$ cat config.mk
export PLATFORM = sky130hd
export DESIGN_NAME = parity_frame_tx
export DESIGN_NICKNAME = d
export VERILOG_FILES = /design/src/rtl/parity_frame_tx.sv
export SDC_FILE = /design/constraint.sdc
export NUM_CORES = 1
export LEC_CHECK = 0
export ABC_AREA = 1
export ABC_CLOCK_PERIOD_IN_PS = 1800
export BUFFER_PORTS_ARGS = -buffer_cell sky130_fd_sc_hd__buf_2
export CORE_AREA = 2 2 39 41
export CTS_CLUSTER_DIAMETER = 50
export DETAILED_ROUTE_END_ITERATION = 12
export DIE_AREA = 0 0 41 43
export GPL_TIMING_DRIVEN = 0
export PLACE_DENSITY = 0.73
export SLEW_MARGIN = 40
export SYNTH_ARGS = -nofsm -noshare
export SYNTH_HDL_FRONTEND = slang
export SYNTH_SLANG_ARGS = --single-unit
$ cat constraint.sdc
create_clock -name clk -period 1.8 [get_ports clk]
set_input_delay 0.27 -clock clk [delete_from_list [all_inputs] [get_ports clk]]
set_output_delay 0.27 -clock clk [all_outputs]
set_load 0.05 [all_outputs]
$ cat src/rtl/parity_frame_tx.sv
`default_nettype none
// ============================================================================
//  Module   : parity_frame_tx
//  Brief    : Serialises a word as start(0), data LSB-first, parity, stop(1).
//  Revision : 1.0 - initial release
// ============================================================================
module parity_frame_tx #(
    parameter int DATA_W       = 3,
    parameter int CLKS_PER_BIT = 1
) (
    input  logic              clk,
    input  logic              rst,
    input  logic              in_valid,
    output logic              in_ready,
    input  logic [DATA_W-1:0] in_data,
    input  logic              in_odd,
    output logic              tx,
    output logic              busy,
    output logic              done,
    output logic              parity_out
);

    localparam int c_bit_cw = (CLKS_PER_BIT > 1) ? $clog2(CLKS_PER_BIT) : 1;
    localparam int c_idx_cw = (DATA_W > 1) ? $clog2(DATA_W) : 1;
    localparam logic [c_bit_cw-1:0] c_bit_last = c_bit_cw'(CLKS_PER_BIT - 1);
    localparam logic [c_idx_cw-1:0] c_idx_last = c_idx_cw'(DATA_W - 1);

    typedef enum logic [2:0] {
        ST_IDLE   = 3'd0,
        ST_START  = 3'd1,
        ST_DATA   = 3'd2,
        ST_PARITY = 3'd3,
        ST_STOP   = 3'd4
    } state_t;

    state_t              r_state;
    state_t              w_state_next;
    logic [c_bit_cw-1:0] r_bit_cnt;
    logic [c_bit_cw-1:0] w_bit_cnt_next;
    logic [c_idx_cw-1:0] r_idx;
    logic [c_idx_cw-1:0] w_idx_next;
    logic [DATA_W-1:0]   r_data;
    logic                r_parity;
    logic                r_tx;
    logic                r_busy;
    logic                r_done;
    logic                w_tx_next;
    logic                w_accept;
    logic                w_bit_last;
    logic                w_parity_calc;

    assign in_ready      = (r_state == ST_IDLE) && !rst;
    assign w_accept      = in_valid && in_ready;
    assign w_parity_calc = (^in_data) ^ in_odd;
    assign w_bit_last    = (r_bit_cnt == c_bit_last);

    always_comb begin
        w_state_next   = r_state;
        w_bit_cnt_next = r_bit_cnt + 1'b1;
        w_idx_next     = r_idx;
        w_tx_next      = 1'b1;

        case (r_state)
            ST_IDLE: begin
                w_bit_cnt_next = '0;
                if (w_accept) begin
                    w_state_next = ST_START;
                end
            end
            ST_START: begin
                if (w_bit_last) begin
                    w_state_next = ST_DATA;
                end
            end
            ST_DATA: begin
                if (w_bit_last) begin
                    if (r_idx == c_idx_last) begin
                        w_state_next = ST_PARITY;
                    end else begin
                        w_idx_next     = r_idx + 1'b1;
                        w_bit_cnt_next = '0;
                    end
                end
            end
            ST_PARITY: begin
                if (w_bit_last) begin
                    w_state_next = ST_STOP;
                end
            end
            ST_STOP: begin
                if (w_bit_last) begin
                    w_state_next = ST_IDLE;
                end
            end
            default: begin
                w_state_next = ST_IDLE;
            end
        endcase

        // Counters restart on every state change so no bit is ever cut short.
        if (w_state_next != r_state) begin
            w_bit_cnt_next = '0;
            w_idx_next     = '0;
        end

        // The line level is registered, so decode it from the upcoming state.
        case (w_state_next)
            ST_START:  w_tx_next = 1'b0;
            ST_DATA:   w_tx_next = r_data[w_idx_next];
            ST_PARITY: w_tx_next = r_parity;
            default:   w_tx_next = 1'b1;
        endcase
    end

    always_ff @(posedge clk) begin
        if (rst) begin
            r_state   <= ST_IDLE;
            r_bit_cnt <= '0;
            r_idx     <= '0;
            r_data    <= '0;
            r_parity  <= 1'b0;
            r_tx      <= 1'b1;
            r_busy    <= 1'b0;
            r_done    <= 1'b0;
        end else begin
            r_state   <= w_state_next;
            r_bit_cnt <= w_bit_cnt_next;
            r_idx     <= w_idx_next;
            r_tx      <= w_tx_next;
            r_busy    <= (w_state_next != ST_IDLE);
            r_done    <= (r_state == ST_STOP) && (w_state_next == ST_IDLE);
            if (w_accept) begin
                r_data   <= in_data;
                r_parity <= w_parity_calc;
            end
        end
    end

    assign tx         = r_tx;
    assign busy       = r_busy;
    assign done       = r_done;
    assign parity_out = r_parity;

endmodule
`default_nettype wire
# Word level (Yosys, flattened, before mapping)
# Cells that the tools add are included.
totals:
  in_bits: 7
  out_inout_bits: 5
  ff_bits: 13
op_classes:
  n_reduce_logical: 9
  add_sub_neg: 2
  n_lt_le_gt_ge: 1
  mux: 17
  n_eq_ne: 9
  n_bitwise: 1
op_table:
  columns: ["op", "n"]
  rows:
  - ["$mux W3", 6]
  - ["$pmux W3 S5", 1]
  - ["$eq A3 B2 Y1 const B", 4]
  - ["$mux W2", 4]
  - ["$eq A3 B1 Y1 const B", 2]
  - ["$logic_not A3 Y1", 2]
  - ["$eq A3 B3 Y1 const B", 1]
  - ["$logic_and A1 B1 Y1", 3]
  - ["$lt A2 B3 Y1 const B", 1]
  - ["$mux W1", 3]
  - ["$ne A3 B3 Y1", 1]
  - ["$pmux W1 S3", 1]
  - ["$reduce_bool A3 Y1", 1]
  - ["$reduce_xor A3 Y1", 1]
  - ["$add A2 B1 Y2 const B", 1]
  - ["$bmux W1 S2", 1]
  - ["$eq A2 B2 Y1 const B", 1]
  - ["$pmux W1 S2", 1]
  - ["$reduce_or A2 Y1", 1]
  - ["$add A1 B1 Y1 const B", 1]
  - ["$logic_not A1 Y1", 1]
  - ["$xor A1 B1 Y1", 1]

# Longest topological paths before layout
# Gate-level depths: netlist of the first run.
logic_depth:
  depth_word: 10
  depth_mapped: 10
  ltp_nobuf: 10

# Worst setup path before layout of the first run
# Ideal clock, no wire load.
synth_path:
  path_kind: "input to register"
  from: "in rst"
  to: "reg r_parity (netlist: parity_out)"
  arrival_time_ns: 2.295
  path_slack_ns: -0.614
  setup_ns: 0.119
  required_time_ns: 1.681
  n_path_buf: 1
  path_stages: 5
  path_cell_list: "buf_2 nor4_1 nand3_1 nand2_1 a21oi_1"
synth_between:
  elab_chain_cells: 3
synth_rtl:
  columns: ["element", "line", "text"]
  rows:
  - ["from (decl)", "12", "input logic rst,"]
  - ["$logic_not A1 Y1", "52", "assign in_ready = (r_state == ST_IDLE) && !rst;"]
  - ["$logic_and A1 B1 Y1", "52", null]
  - ["named net in_ready", "14", "output logic in_ready,"]
  - ["$logic_and A1 B1 Y1", "53", "assign w_accept = in_valid && in_ready;"]
  - ["to (signal assigned)", "134", "r_parity <= w_parity_calc;"]
  - ["to (decl)", "43", "logic r_parity;"]
# The timed path passes the listed nets, and every way through them passes these cells.
# A chain may end at the register's enable or synchronous reset.

# Worst setup path in the final report of the first run
layout_path:
  from: "reg r_state[0]"
  to: "out in_ready"
layout_between:
  elab_chain_cells: 2
layout_rtl:
  columns: ["element", "line", "text"]
  rows:
  - ["from (decl)", "36", "state_t r_state;"]
  - ["from (signal assigned)", "126", "r_state <= w_state_next;"]
  - ["$logic_not A3 Y1", "52", null]
  - ["$logic_and A1 B1 Y1", "52", null]
  - ["to (decl)", "14", null]
# No other way between the ends.

==> results of run 1 <==
-- worst paths after layout --
path	start	to	slack [ns]	cells past startpoint
setup / recovery	r_state[0]	in_ready	0.23	2
hold / removal	rst	r_state[2]	0.29	2
setup reg to reg	r_state[0]	tx	0.41	6
hold reg to reg	r_data[2]	r_data[2]	0.45	2
-- flip-flops by register name, summed over array words and instances, names as in the netlist --
signal / flops
r_data: 3
busy: 1
r_idx: 2
r_bit_cnt: 1
tx: 1
done: 1
parity_out: 1
r_state: 3
-- worst register-to-register path, stage by stage (launching register included) --
cell     delay [ns]
dfxtp_1        0.39
nor2_2         0.23
nand3_4        0.15
nand3_1        0.21
o21ai_1        0.11
a21oi_2        0.12
nand2_1        0.07
-- where the power goes --
part / total, mW / switching (mW) / internal [mW]
Clock: 0.179 / 0.0929 / 0.0858
Sequential: 0.312 / 0.00928 / 0.302
Combinational: 0.117 / 0.0795 / 0.0379
Total: 0.608 / 0.182 / 0.426
-- Yosys cell counts --
| cell type | n | area share [%] |
|---|---|---|
| nand4_1 | 1 | 0.94 |
| nor2_1 | 5 | 2.8 |
| nor2_2 | 7 | 6.6 |
| nand3_4 | 1 | 2.6 |
| nor4_1 | 1 | 0.94 |
| nand2_2 | 1 | 0.94 |
| o21ai_1 | 1 | 0.75 |
| ha_1 | 2 | 3.8 |
| buf_2 | 2 | 1.5 |
| o21ai_0 | 6 | 4.5 |
| a31oi_1 | 1 | 0.94 |
| a21oi_1 | 5 | 3.8 |
| a21oi_2 | 1 | 1.3 |
| nand3_1 | 10 | 7.5 |
| xnor2_1 | 3 | 3.9 |
| dfxtp_1 | 13 | 39 |
| nand2_1 | 16 | 9.0 |
| conb_1 | 1 | 0.56 |
| inv_1 | 15 | 8.5 |
-- kinds of logic (layout without fill, tap and decap cells) --
kind of cell	count (synthesis)	count (layout)	synth area share, %
XOR/XNOR	3	3	3.948
adder cells (fa/ha/maj)	2	2	3.759
flip-flops	13	13	39.10
AO/OA/AOI/OAI	14	14	11.28
other	1	1	0.5634
AND/OR/NAND/NOR	42	42	31.39
buffers and inverters	17	31	9.962
-- area by class of cell --
type / count / area share, %
Inverter: 15 / 7.329
Multi-Input combinational cell: 62 / 44.95
Timing Repair Buffer: 10 / 6.515
Buffer: 2 / 1.303
Sequential cell: 13 / 33.88
Clock buffer: 4 / 3.420
Tap cell: 16 / 2.606
-- per-stage QoR --
stage	hold WS, ns	power (mW)	cell area (sq um)	std cells	utilization, %
3_3_place_gp	0.4418	0.4329	742.0	118	53.62
3_5_place_dp	0.4457	0.4353	742.0	118	53.62
6_report	0.2853	0.6077	768.2	122	55.52
4_1_cts	0.2780	0.6112	768.2	122	55.52
2_1_floorplan	0.4239	0.4075	671.9	92	-
5_1_grt	0.2812	0.6371	768.2	122	55.52
-- layer usage --
metal	part of all wire, %	track usage [%]	wire (microns)	vias up
li1	-	-	-	320
met1	42	23.10	523	271
met2	47	23.75	578	26
met3	7.2	3.141	89	4
met4	3.7	16.00	46	0
met5	0	0	0	-
==> report_table.html, run 1 <==
<table>
<tr><th>Metric</th><th>Value</th></tr>
<tr><th colspan="2">Run status</th></tr>
<tr><td>Result of the run</td><td>finished, final reports clean</td></tr>
<tr><th colspan="2">Global routing</th></tr>
<tr><td>Total global routing overflow</td><td>0</td></tr>
<tr><td>Global-route wire length before repair</td><td>2070 microns</td></tr>
<tr><td>Pin count of the biggest net entering global routing</td><td>10</td></tr>
<tr><td>Number of antenna violations at the first check in global routing</td><td>0</td></tr>
<tr><td>Global router's overall resource usage</td><td>17.81%</td></tr>
<tr><td>Number of global-route vias before repair</td><td>528</td></tr>
<tr><th colspan="2">Synth</th></tr>
<tr><td>Number of warnings issued by yosys</td><td>0</td></tr>
<tr><td>Count of state elements after synthesis</td><td>13</td></tr>
<tr><td>Sequential-to-total area share from yosys stat</td><td>39.10%</td></tr>
<tr><td>Post-synth cell types</td><td>19</td></tr>
<tr><td>Net count after synthesis</td><td>101</td></tr>
<tr><td>Mean post-synth cell area</td><td>7.235 sq um</td></tr>
<tr><td>Cell count after synthesis</td><td>92</td></tr>
<tr><td>Netlist Area Pre-Place</td><td>665.6 sq um</td></tr>
<tr><th colspan="2">Timing</th></tr>
<tr><td>Final setup vio count</td><td>0</td></tr>
<tr><td>Final setup slack of the worst path</td><td>0.2275 ns</td></tr>
<tr><td>Count of final hold-check violations</td><td>0</td></tr>
<tr><td>Ratio of final minimum period to clock period</td><td>87.36%</td></tr>
<tr><td>Final period demand of the worst path</td><td>1.573 ns</td></tr>
<tr><td>Final slew viol count</td><td>0</td></tr>
<tr><td>F_max</td><td>0.6359 GHz</td></tr>
<tr><td>Final sum of negative setup slack</td><td>0 ns</td></tr>
<tr><td>Clock skew</td><td>0.004459 ns</td></tr>
<tr><td>Unrepaired setup endpoints after global routing</td><td>no</td></tr>
<tr><th colspan="2">Drt</th></tr>
<tr><td>Average detailed-routed wire length per instance</td><td>10.16 microns</td></tr>
<tr><td>Number of routed nets with antenna violations</td><td>0</td></tr>
<tr><td>Number of detailed-routing iterations run before antenna repair</td><td>4</td></tr>
<tr><td>Wire length after detailed routing</td><td>1239 microns</td></tr>
<tr><td>Detailed-route via count</td><td>621</td></tr>
<tr><td>Number of vias per cell after detailed routing</td><td>5.090</td></tr>
<tr><td>Starting DRT DRC Count</td><td>15</td></tr>
<tr><td>Remaining design rule violation count</td><td>0</td></tr>
<tr><th colspan="2">Critical path</th></tr>
<tr><td>Biggest fanout along the worst timing path</td><td>7</td></tr>
<tr><td>Startpoint types</td><td>register</td></tr>
<tr><td>Slowest library cell on the worst path</td><td>dfxtp_1</td></tr>
<tr><td>Crit Path Class</td><td>reg -&gt; out</td></tr>
<tr><td>Cell breakdown of the critical path</td><td>nor4_2, buf_2</td></tr>
<tr><td>Arrival time of data at the critical path endpoint</td><td>1.30 ns</td></tr>
<tr><td>Cell family with the largest share of critical-path delay</td><td>flip-flops</td></tr>
<tr><td>Critical path buffer and inverter count</td><td>1</td></tr>
<tr><td>Worst endpoint required time</td><td>1.53 ns</td></tr>
<tr><td>Crit path capture type</td><td>output port</td></tr>
<tr><td>Delay of the slowest cell on the worst path</td><td>0.39 ns</td></tr>
<tr><th colspan="2">Pwr</th></tr>
<tr><td>Leakage power</td><td>0.3450 nW</td></tr>
<tr><td>Pwr dens</td><td>791.0 mW/mm^2</td></tr>
<tr><td>Maximum vdd ir drop</td><td>0.0006266 V</td></tr>
<tr><th colspan="2">Final layout</th></tr>
<tr><td>Area added between synthesis and finish</td><td>15.41%</td></tr>
<tr><td>Diodes inserted</td><td>0</td></tr>
<tr><td>Layout fillers</td><td>130</td></tr>
<tr><td>Fraction of layout cells with a size suffix above 1</td><td>24.53%</td></tr>
<tr><td>Most frequent standard cell in the layout excluding fill and tap cells</td><td>nand2_1</td></tr>
<tr><td>Most used cells in the layout excluding fill and tap cells</td><td>nand2_1, inv_1, dfxtp_1</td></tr>
<tr><td>Sequential standard cell area</td><td>260.3 sq um</td></tr>
<tr><td>Layout Nets</td><td>116</td></tr>
<tr><td>Area used by multi-input combinational logic</td><td>345.3 sq um</td></tr>
<tr><th colspan="2">Placed design</th></tr>
<tr><td>Port bufs</td><td>10</td></tr>
<tr><td>Detailed placer's ending HPWL</td><td>920.4 microns</td></tr>
<tr><td>Worst slack at placement</td><td>0.4336 ns</td></tr>
<tr><td>Routability congestion estimate from global placement</td><td>0.8246</td></tr>
<tr><th colspan="2">Clock tree</th></tr>
<tr><td>Clk sink count</td><td>13</td></tr>
<tr><td>CTS max path bufs</td><td>2</td></tr>
<tr><td>Number of CTS-inserted buffers</td><td>3</td></tr>
<tr><td>Insertion delay of the later-clocked pin in the worst-skew pair</td><td>0.27 ns</td></tr>
<tr><td>Total of cells resized after clock tree synthesis</td><td>0</td></tr>
<tr><td>Clock transition at the register clock pins on the worst setup and hold paths after CTS</td><td>0.08 ns</td></tr>
<tr><td>Htree depth</td><td>1</td></tr>
<tr><td>Library cell used as clock root buffer</td><td>clkbuf_4</td></tr>
<tr><td>CTS Hold Bufs</td><td>0</td></tr>
<tr><td>TritonCTS clock tree</td><td>done</td></tr>
<tr><td>Post-CTS repair timing setup buffer count</td><td>0</td></tr>
<tr><th colspan="2">Floorplan</th></tr>
<tr><td>Row count</td><td>14</td></tr>
<tr><td>Die boundary height</td><td>43 microns</td></tr>
<tr><td>Area enclosed by the die boundary</td><td>0.001763 sq mm</td></tr>
<tr><td>Die width</td><td>41 microns</td></tr>
<tr><td>Initial core utilization</td><td>48.10%</td></tr>
<tr><td>I/O pins</td><td>12</td></tr>
<tr><td>Core Box Area</td><td>0.001384 sq mm</td></tr>
<tr><th colspan="2">Min path</th></tr>
<tr><td>Hold WC Path Type</td><td>in -&gt; reg</td></tr>
<tr><th colspan="2">Run</th></tr>
<tr><td>Max capacitance violation total</td><td>0</td></tr>
</table>
No activity file was read; power rests on OpenSTA's default activity.
==> run 2: changes to the inputs <==
Settings changed: BUFFER_PORTS_ARGS -buffer_cell sky130_fd_sc_hd__buf_2 to -buffer_cell sky130_fd_sc_hd__buf_4.
==> report_table.html, run 2 (same netlist as run 1, synthesis figures left out) <==
<table>
<tr><th>Metric</th><th>Value</th></tr>
<tr><th colspan="2">Floorplan</th></tr>
<tr><td>Row count</td><td>14 (unchanged)</td></tr>
<tr><td>I/O pins</td><td>12 (unchanged)</td></tr>
<tr><td>Die boundary height</td><td>43 microns (unchanged)</td></tr>
<tr><td>Die width</td><td>41 microns (unchanged)</td></tr>
<tr><td>Area enclosed by the die boundary</td><td>0.001763 sq mm (unchanged)</td></tr>
<tr><td>Core Box Area</td><td>0.001384 sq mm (unchanged)</td></tr>
<tr><td>Initial core utilization</td><td>48.10% (unchanged)</td></tr>
<tr><th colspan="2">Final layout</th></tr>
<tr><td>Fraction of layout cells with a size suffix above 1</td><td>24.53% (unchanged)</td></tr>
<tr><td>Most frequent standard cell in the layout excluding fill and tap cells</td><td>nand2_1</td></tr>
<tr><td>Diodes inserted</td><td>0 (unchanged)</td></tr>
<tr><td>Most used cells in the layout excluding fill and tap cells</td><td>nand2_1, inv_1, dfxtp_1</td></tr>
<tr><td>Top flop regs</td><td>r_data (3), r_state (3), r_idx (2)</td></tr>
<tr><td>Area added between synthesis and finish</td><td>19.17%</td></tr>
<tr><td>Layout Nets</td><td>116 (unchanged)</td></tr>
<tr><th colspan="2">Critical path</th></tr>
<tr><td>Worst endpoint required time</td><td>1.53 ns (about the same)</td></tr>
<tr><td>Startpoint types</td><td>register</td></tr>
<tr><td>Cell breakdown of the critical path</td><td>nor4_2, buf_4</td></tr>
<tr><td>Delay of the slowest cell on the worst path</td><td>0.39 ns (about the same)</td></tr>
<tr><td>Cell family with the largest share of critical-path delay</td><td>flip-flops</td></tr>
<tr><td>Crit Path Class</td><td>reg -&gt; out</td></tr>
<tr><td>Crit path capture type</td><td>output port</td></tr>
<tr><td>Slowest library cell on the worst path</td><td>dfxtp_1</td></tr>
<tr><td>Arrival time of data at the critical path endpoint</td><td>1.26 ns (-0.04 ns)</td></tr>
<tr><td>Biggest fanout along the worst timing path</td><td>7 (unchanged)</td></tr>
<tr><td>Critical path buffer and inverter count</td><td>1 (unchanged)</td></tr>
<tr><th colspan="2">Pwr</th></tr>
<tr><td>Leakage power</td><td>0.3518 nW (+2.0%)</td></tr>
<tr><td>Pwr dens</td><td>780.4 mW/mm^2 (-1.3%)</td></tr>
<tr><td>Switching power summed over all nets</td><td>0.1852 mW (+2.0%)</td></tr>
<tr><td>Sw Ratio</td><td>29.92% (about the same)</td></tr>
<tr><td>Maximum vdd ir drop</td><td>0.0006445 V (+2.9%)</td></tr>
<tr><td>Internal portion of total power</td><td>0.4339 mW (+1.8%)</td></tr>
<tr><td>Register share of total power</td><td>50.4% (-0.9 points)</td></tr>
<tr><td>Overall power consumption</td><td>0.6191 mW (+1.9%)</td></tr>
<tr><td>Combinational cell fraction of total power</td><td>20.1% (+0.8 points)</td></tr>
<tr><td>Proportion of power drawn by the clock network</td><td>29.5% (about the same)</td></tr>
<tr><th colspan="2">Global routing</th></tr>
<tr><td>Global router's overall resource usage</td><td>18.62% (+0.81 points)</td></tr>
<tr><td>Total global routing overflow</td><td>0 (unchanged)</td></tr>
<tr><td>Number of global-route vias before repair</td><td>555 (+5.1%)</td></tr>
<tr><td>Pin count of the biggest net entering global routing</td><td>10 (unchanged)</td></tr>
<tr><td>Global-route wire length before repair</td><td>2139 microns (+3.3%)</td></tr>
<tr><td>Number of antenna violations at the first check in global routing</td><td>0 (unchanged)</td></tr>
<tr><th colspan="2">Clock tree</th></tr>
<tr><td>Insertion delay of the later-clocked pin in the worst-skew pair</td><td>0.28 ns (about the same)</td></tr>
<tr><td>TritonCTS clock tree</td><td>done</td></tr>
<tr><td>Total of cells resized after clock tree synthesis</td><td>0 (unchanged)</td></tr>
<tr><td>Htree depth</td><td>1 (unchanged)</td></tr>
<tr><td>Library cell used as clock root buffer</td><td>clkbuf_4</td></tr>
<tr><td>Post-CTS repair timing setup buffer count</td><td>0 (unchanged)</td></tr>
<tr><td>Clk sink count</td><td>13 (unchanged)</td></tr>
<tr><td>CTS Hold Bufs</td><td>0 (unchanged)</td></tr>
<tr><td>Number of CTS-inserted buffers</td><td>3 (unchanged)</td></tr>
<tr><td>CTS max path bufs</td><td>2 (unchanged)</td></tr>
<tr><td>Clock transition at the register clock pins on the worst setup and hold paths after CTS</td><td>0.08 ns (about the same)</td></tr>
<tr><th colspan="2">Drt</th></tr>
<tr><td>Detailed-route via count</td><td>608 (-2.1%)</td></tr>
<tr><td>Number of detailed-routing iterations run before antenna repair</td><td>4 (unchanged)</td></tr>
<tr><td>Average detailed-routed wire length per instance</td><td>10.70 microns (+5.3%)</td></tr>
<tr><td>Remaining design rule violation count</td><td>0 (unchanged)</td></tr>
<tr><td>Wire length after detailed routing</td><td>1305 microns (+5.3%)</td></tr>
<tr><td>Number of routed nets with antenna violations</td><td>0 (unchanged)</td></tr>
<tr><td>Starting DRT DRC Count</td><td>24 (+9)</td></tr>
<tr><td>Number of vias per cell after detailed routing</td><td>4.984 (-2.1%)</td></tr>
<tr><th colspan="2">Timing</th></tr>
<tr><td>F_max</td><td>0.6549 GHz (+3.0%)</td></tr>
<tr><td>Final sum of negative setup slack</td><td>0 ns (unchanged)</td></tr>
<tr><td>Count of final hold-check violations</td><td>0 (unchanged)</td></tr>
<tr><td>Clock skew</td><td>0.002721 ns (-0.001738 ns)</td></tr>
<tr><td>Worst hold slack</td><td>0.2738 ns (-0.01147 ns)</td></tr>
<tr><td>Final slew viol count</td><td>0 (unchanged)</td></tr>
<tr><td>Final setup vio count</td><td>0 (unchanged)</td></tr>
<tr><td>Unrepaired setup endpoints after global routing</td><td>no</td></tr>
<tr><td>Final setup slack of the worst path</td><td>0.2730 ns (+0.04558 ns)</td></tr>
<tr><td>Final period demand of the worst path</td><td>1.527 ns (-0.04558 ns)</td></tr>
<tr><td>Ratio of final minimum period to clock period</td><td>84.83% (-2.5 points)</td></tr>
<tr><th colspan="2">Min path</th></tr>
<tr><td>Hold WC Path Type</td><td>in -&gt; reg</td></tr>
<tr><th colspan="2">Placed design</th></tr>
<tr><td>Routability congestion estimate from global placement</td><td>0.8213 (-0.40%)</td></tr>
<tr><td>Port bufs</td><td>10 (unchanged)</td></tr>
<tr><td>Worst slack at placement</td><td>0.4386 ns (+0.005058 ns)</td></tr>
<tr><td>Detailed placer's ending HPWL</td><td>941 microns (+2.2%)</td></tr>
<tr><th colspan="2">Run status</th></tr>
<tr><td>Result of the run</td><td>finished, final reports clean</td></tr>
<tr><th colspan="2">Run</th></tr>
<tr><td>Max capacitance violation total</td><td>0 (unchanged)</td></tr>
</table>
-- run 2: cell count changes in the layout (fill, tap and decap cells not counted) --
| cell | previous run | this run |
|---|---|---|
| buf_4 | 0 | 10 |
| buf_2 | 12 | 2 |
-- run 2: layout make-up --
type	count	area, sq um
multi-input cells	62	345.3
flip-flops and latches	13	260.3
well taps	16	20.02
fillers	124	590.6
clock buffers	4	26.28
repair buffers	10	75.07
plain buffers	2	10.01
inverters	15	56.30
-- run 2: path summary, 6_finish.rpt --
check                           slack (ns)        from        end  cells after the start
worst max register to register        0.41  r_state[0]         tx                      7
worst min-delay path                  0.27         rst   r_idx[0]                      2
worst min register to register        0.45   r_data[2]  r_data[2]                      2
worst max-delay path                  0.27  r_state[0]   in_ready                      2
-- run 2: worst register-to-register path: cells and delay by family (launching register included) --
| family | cells | cell delay, ns |
|---|---|---|
| AO/OA/AOI/OAI | 1 | 0.12 |
| AND/OR/NAND/NOR | 5 | 0.61 |
| buffers and inverters | 1 | 0.06 |
| flip-flops | 1 | 0.49 |
-- run 2: power by group through the flow --
stage	Sequential, mW	Clock (mW)	Combinational, mW
global placement	0.318	0	0.123
global route	0.314	0.197	0.138
CTS	0.312	0.184	0.125
floorplan	0.338	0	0.0698
finish	0.312	0.182	0.125
detailed placement	0.319	0	0.124
-- run 2: per-stage QoR --
stage / cells / area (sq um) / util (%)
floorplan: 92 / 671.9 / -
global placement: 118 / 767.0 / 55.43
detailed placement: 118 / 767.0 / 55.43
CTS: 122 / 793.3 / 57.32
global route: 122 / 793.3 / 57.32
finish: 122 / 793.3 / 57.32
-- run 2: layer usage --
| metal | global-route usage (%) | part of all wire [%] | vias up |
|---|---|---|---|
| li1 | - | - | 319 |
| met1 | 21.45 | 43 | 262 |
| met2 | 28.13 | 47 | 21 |
| met3 | 3.141 | 6.6 | 6 |
| met4 | 15.33 | 3.5 | 0 |
| met5 | 0 | 0 | - |
==> run 3: changes to the inputs <==
Settings changed: ABC_CLOCK_PERIOD_IN_PS 1800 to 1300, CORE_AREA 2 2 39 41 to default, CORE_UTILIZATION from default to 46, DIE_AREA 0 0 41 43 to default, PLACE_DENSITY 0.73 to 0.7.
Clock period 1.8 ns to 1.3 ns, I/O delays scaled along.
==> report_table.html, run 3 (same netlist as run 1, synthesis figures left out) <==
<table>
<tr><th>Metric</th><th>Value</th></tr>
<tr><th colspan="2">Floorplan</th></tr>
<tr><td>I/O pins</td><td>12 (unchanged)</td></tr>
<tr><td>Area enclosed by the die boundary</td><td>0.001603 sq mm (-9.1%)</td></tr>
<tr><td>Die width</td><td>40.04 microns (-2.3%)</td></tr>
<tr><td>Row count</td><td>13 (-1)</td></tr>
<tr><td>Initial core utilization</td><td>50.52% (+2.4 points)</td></tr>
<tr><td>Die boundary height</td><td>40.04 microns (-6.9%)</td></tr>
<tr><td>Core Box Area</td><td>0.001318 sq mm (-4.8%)</td></tr>
<tr><th colspan="2">Final layout</th></tr>
<tr><td>Area added between synthesis and finish</td><td>27.26%</td></tr>
<tr><td>Layout Nets</td><td>117 (+0.86%)</td></tr>
<tr><td>Most used cells in the layout excluding fill and tap cells</td><td>nand2_1, inv_1, dfxtp_1, buf_4, nand3_1</td></tr>
<tr><td>Diodes inserted</td><td>0 (unchanged)</td></tr>
<tr><td>Fraction of layout cells with a size suffix above 1</td><td>29.91% (+5.4 points)</td></tr>
<tr><td>Number of standard cells in the layout, taps in and fillers out</td><td>122 (unchanged)</td></tr>
<tr><td>Core utilization of the finished layout</td><td>64.29% (+7.0 points)</td></tr>
<tr><td>Top flop regs</td><td>r_data (3), r_state (3), r_idx (2)</td></tr>
<tr><td>Most frequent standard cell in the layout excluding fill and tap cells</td><td>nand2_1</td></tr>
<tr><th colspan="2">Run</th></tr>
<tr><td>Max capacitance violation total</td><td>0 (unchanged)</td></tr>
<tr><th colspan="2">Drt</th></tr>
<tr><td>Uppermost signal routing layer after detailed routing</td><td>met4</td></tr>
<tr><td>Routed wire length on met3</td><td>49 microns (-43%)</td></tr>
<tr><td>Routed metal-1 wirelength</td><td>637 microns (+14%)</td></tr>
<tr><td>Met2 layer wire length in the routed design</td><td>635 microns (+3.4%)</td></tr>
<tr><td>Number of vias per cell after detailed routing</td><td>5.000 (+0.33%)</td></tr>
<tr><td>Remaining design rule violation count</td><td>0 (unchanged)</td></tr>
<tr><td>Starting DRT DRC Count</td><td>9 (-63%)</td></tr>
<tr><td>Number of detailed-routing iterations run before antenna repair</td><td>5 (+1)</td></tr>
<tr><td>Average detailed-routed wire length per instance</td><td>11.05 microns (+3.3%)</td></tr>
<tr><td>Detailed-route via count</td><td>610 (+0.33%)</td></tr>
<tr><td>Wire length after detailed routing</td><td>1348 microns (+3.3%)</td></tr>
<tr><td>Number of routed nets with antenna violations</td><td>0 (unchanged)</td></tr>
<tr><th colspan="2">Critical path</th></tr>
<tr><td>Cell breakdown of the critical path</td><td>nor4_4, buf_6</td></tr>
<tr><td>Arrival time of data at the critical path endpoint</td><td>1.17 ns (-0.09 ns)</td></tr>
<tr><td>Cell family with the largest share of critical-path delay</td><td>flip-flops</td></tr>
<tr><td>Slowest library cell on the worst path</td><td>dfxtp_4</td></tr>
<tr><td>Crit Path Class</td><td>reg -&gt; out</td></tr>
<tr><td>Startpoint types</td><td>register</td></tr>
<tr><td>Critical path buffer and inverter count</td><td>1 (unchanged)</td></tr>
<tr><td>Biggest fanout along the worst timing path</td><td>7 (unchanged)</td></tr>
<tr><td>Worst endpoint required time</td><td>1.11 ns (-0.42 ns)</td></tr>
<tr><td>Crit path capture type</td><td>output port</td></tr>
<tr><td>Delay of the slowest cell on the worst path</td><td>0.39 ns (about the same)</td></tr>
<tr><th colspan="2">Global routing</th></tr>
<tr><td>Pin count of the biggest net entering global routing</td><td>10 (unchanged)</td></tr>
<tr><td>Number of antenna violations at the first check in global routing</td><td>0 (unchanged)</td></tr>
<tr><td>Number of global-route vias before repair</td><td>578 (+4.1%)</td></tr>
<tr><td>Global router's overall resource usage</td><td>22.29% (+3.7 points)</td></tr>
<tr><td>Total global routing overflow</td><td>0 (unchanged)</td></tr>
<tr><td>Global-route wire length before repair</td><td>2359 microns (+10%)</td></tr>
<tr><th colspan="2">Timing</th></tr>
<tr><td>Ratio of final minimum period to clock period</td><td>104.7%</td></tr>
<tr><td>Clock skew</td><td>0.01010 ns (+0.007384 ns)</td></tr>
<tr><td>Count of final hold-check violations</td><td>0 (unchanged)</td></tr>
<tr><td>Final setup vio count</td><td>2 (+2)</td></tr>
<tr><td>Final setup slack of the worst path</td><td>-0.06138 ns (-0.3344 ns)</td></tr>
<tr><td>Unrepaired setup endpoints after global routing</td><td>yes</td></tr>
<tr><td>Final slew viol count</td><td>0 (unchanged)</td></tr>
<tr><td>Final period demand of the worst path</td><td>1.361 ns</td></tr>
<tr><td>F_max</td><td>0.7345 GHz</td></tr>
<tr><th colspan="2">Clock tree</th></tr>
<tr><td>Number of CTS-inserted buffers</td><td>3 (unchanged)</td></tr>
<tr><td>Clock transition at the register clock pins on the worst setup and hold paths after CTS</td><td>0.09 ns (about the same)</td></tr>
<tr><td>Library cell used as clock root buffer</td><td>clkbuf_4</td></tr>
<tr><td>Clk sink count</td><td>13 (unchanged)</td></tr>
<tr><td>Insertion delay of the later-clocked pin in the worst-skew pair</td><td>0.28 ns (about the same)</td></tr>
<tr><td>Htree depth</td><td>1 (unchanged)</td></tr>
<tr><td>CTS max path bufs</td><td>2 (unchanged)</td></tr>
<tr><td>CTS Hold Bufs</td><td>0 (unchanged)</td></tr>
<tr><td>TritonCTS clock tree</td><td>done</td></tr>
<tr><th colspan="2">Placed design</th></tr>
<tr><td>Detailed placer's ending HPWL</td><td>949.2 microns (+0.87%)</td></tr>
<tr><td>Number of placed instances with taps included</td><td>117 (-0.85%)</td></tr>
<tr><td>Port bufs</td><td>10 (unchanged)</td></tr>
<tr><td>Routability congestion estimate from global placement</td><td>0.7844 (-4.5%)</td></tr>
<tr><th colspan="2">Pwr</th></tr>
<tr><td>Pwr dens</td><td>1037 mW/mm^2 (+33%)</td></tr>
<tr><td>Maximum vdd ir drop</td><td>0.0005726 V (-11%)</td></tr>
<tr><td>Leakage power</td><td>0.3702 nW (+5.2%)</td></tr>
<tr><th colspan="2">Run status</th></tr>
<tr><td>Result of the run</td><td>finished, violations left</td></tr>
<tr><td>Failing checks</td><td>negative setup slack</td></tr>
<tr><th colspan="2">Min path</th></tr>
<tr><td>Hold WC Path Type</td><td>in -&gt; reg</td></tr>
</table>
[run 3: changes by cell type in the layout (fill, tap and decap cells not counted), moves of 2 or more]
cell / delta
nand3_1: -2
buf_6: +2
dfxtp_1: -3
nor2_4: +2
dfxtp_4: +2
nand3_2: +2
nor2_2: -2
[run 3: through the flow]
| stage | hold WS (ns) | area, sq um | setup slack (ns) | TNS [ns] | total power, mW |
|---|---|---|---|---|---|
| 2_1_floorplan | 0.3803 | 680.7 | -0.1245 | -0.1245 | 0.5680 |
| 3_3_place_gp | 0.4395 | 774.5 | -0.07287 | -0.07287 | 0.6134 |
| 3_5_place_dp | 0.4445 | 774.5 | -0.1166 | -0.1166 | 0.6181 |
| 4_1_cts | 0.2095 | 829.5 | -0.05304 | -0.09926 | 0.8737 |
| 5_1_grt | 0.2132 | 847.1 | -0.09350 | -0.1844 | 0.9224 |
| 6_report | 0.2067 | 847.1 | -0.06138 | -0.08113 | 0.8781 |
[run 3: tightest hold or removal path: stages]
cell and delay (ns):
buf_4 0.10, nand3_1 0.07, nand2_1 0.06, a21oi_1 0.03
[run 3: report_power, final]
group,internal [mW],total (mW),switching [mW]
registers,0.417,0.435,0.0175
clock network,0.119,0.258,0.139
logic,0.0722,0.185,0.113
total,0.608,0.878,0.270
[run 3: cell type report]
class,instances,area [sq um]
tap,15,18.77
timing repair buffer,11,86.33
sequential,13,269.0
inverter,15,56.30
multi-input combinational,62,374.1
fill,110,470.5
buffer,2,16.27
clock buffer,4,26.28
[run 3: what timing repair did]
item                       4_1_cts  5_1_grt
setup endpoints to repair        2        2
pin swaps                        0        1
buffers inserted                 1        0
gates resized for setup          7        6
hold endpoints to repair         0        0
[run 3: worst paths after layout]
check                     to  slack, ns  cells past startpoint  startpoint
setup / recovery    in_ready      -0.06                      2  r_state[0]
hold / removal    parity_out       0.21                      4    in_valid
setup reg to reg          tx      -0.02                      8   r_bit_cnt
hold reg to reg    r_data[0]       0.45                      2   r_data[0]
[run 3: per-layer routing]
metal	up-vias	global-route usage (%)
met2	14	37.10
met5	-	0
met4	0	11.21
met3	4	5.000
met1	274	26.51
li1	318	-
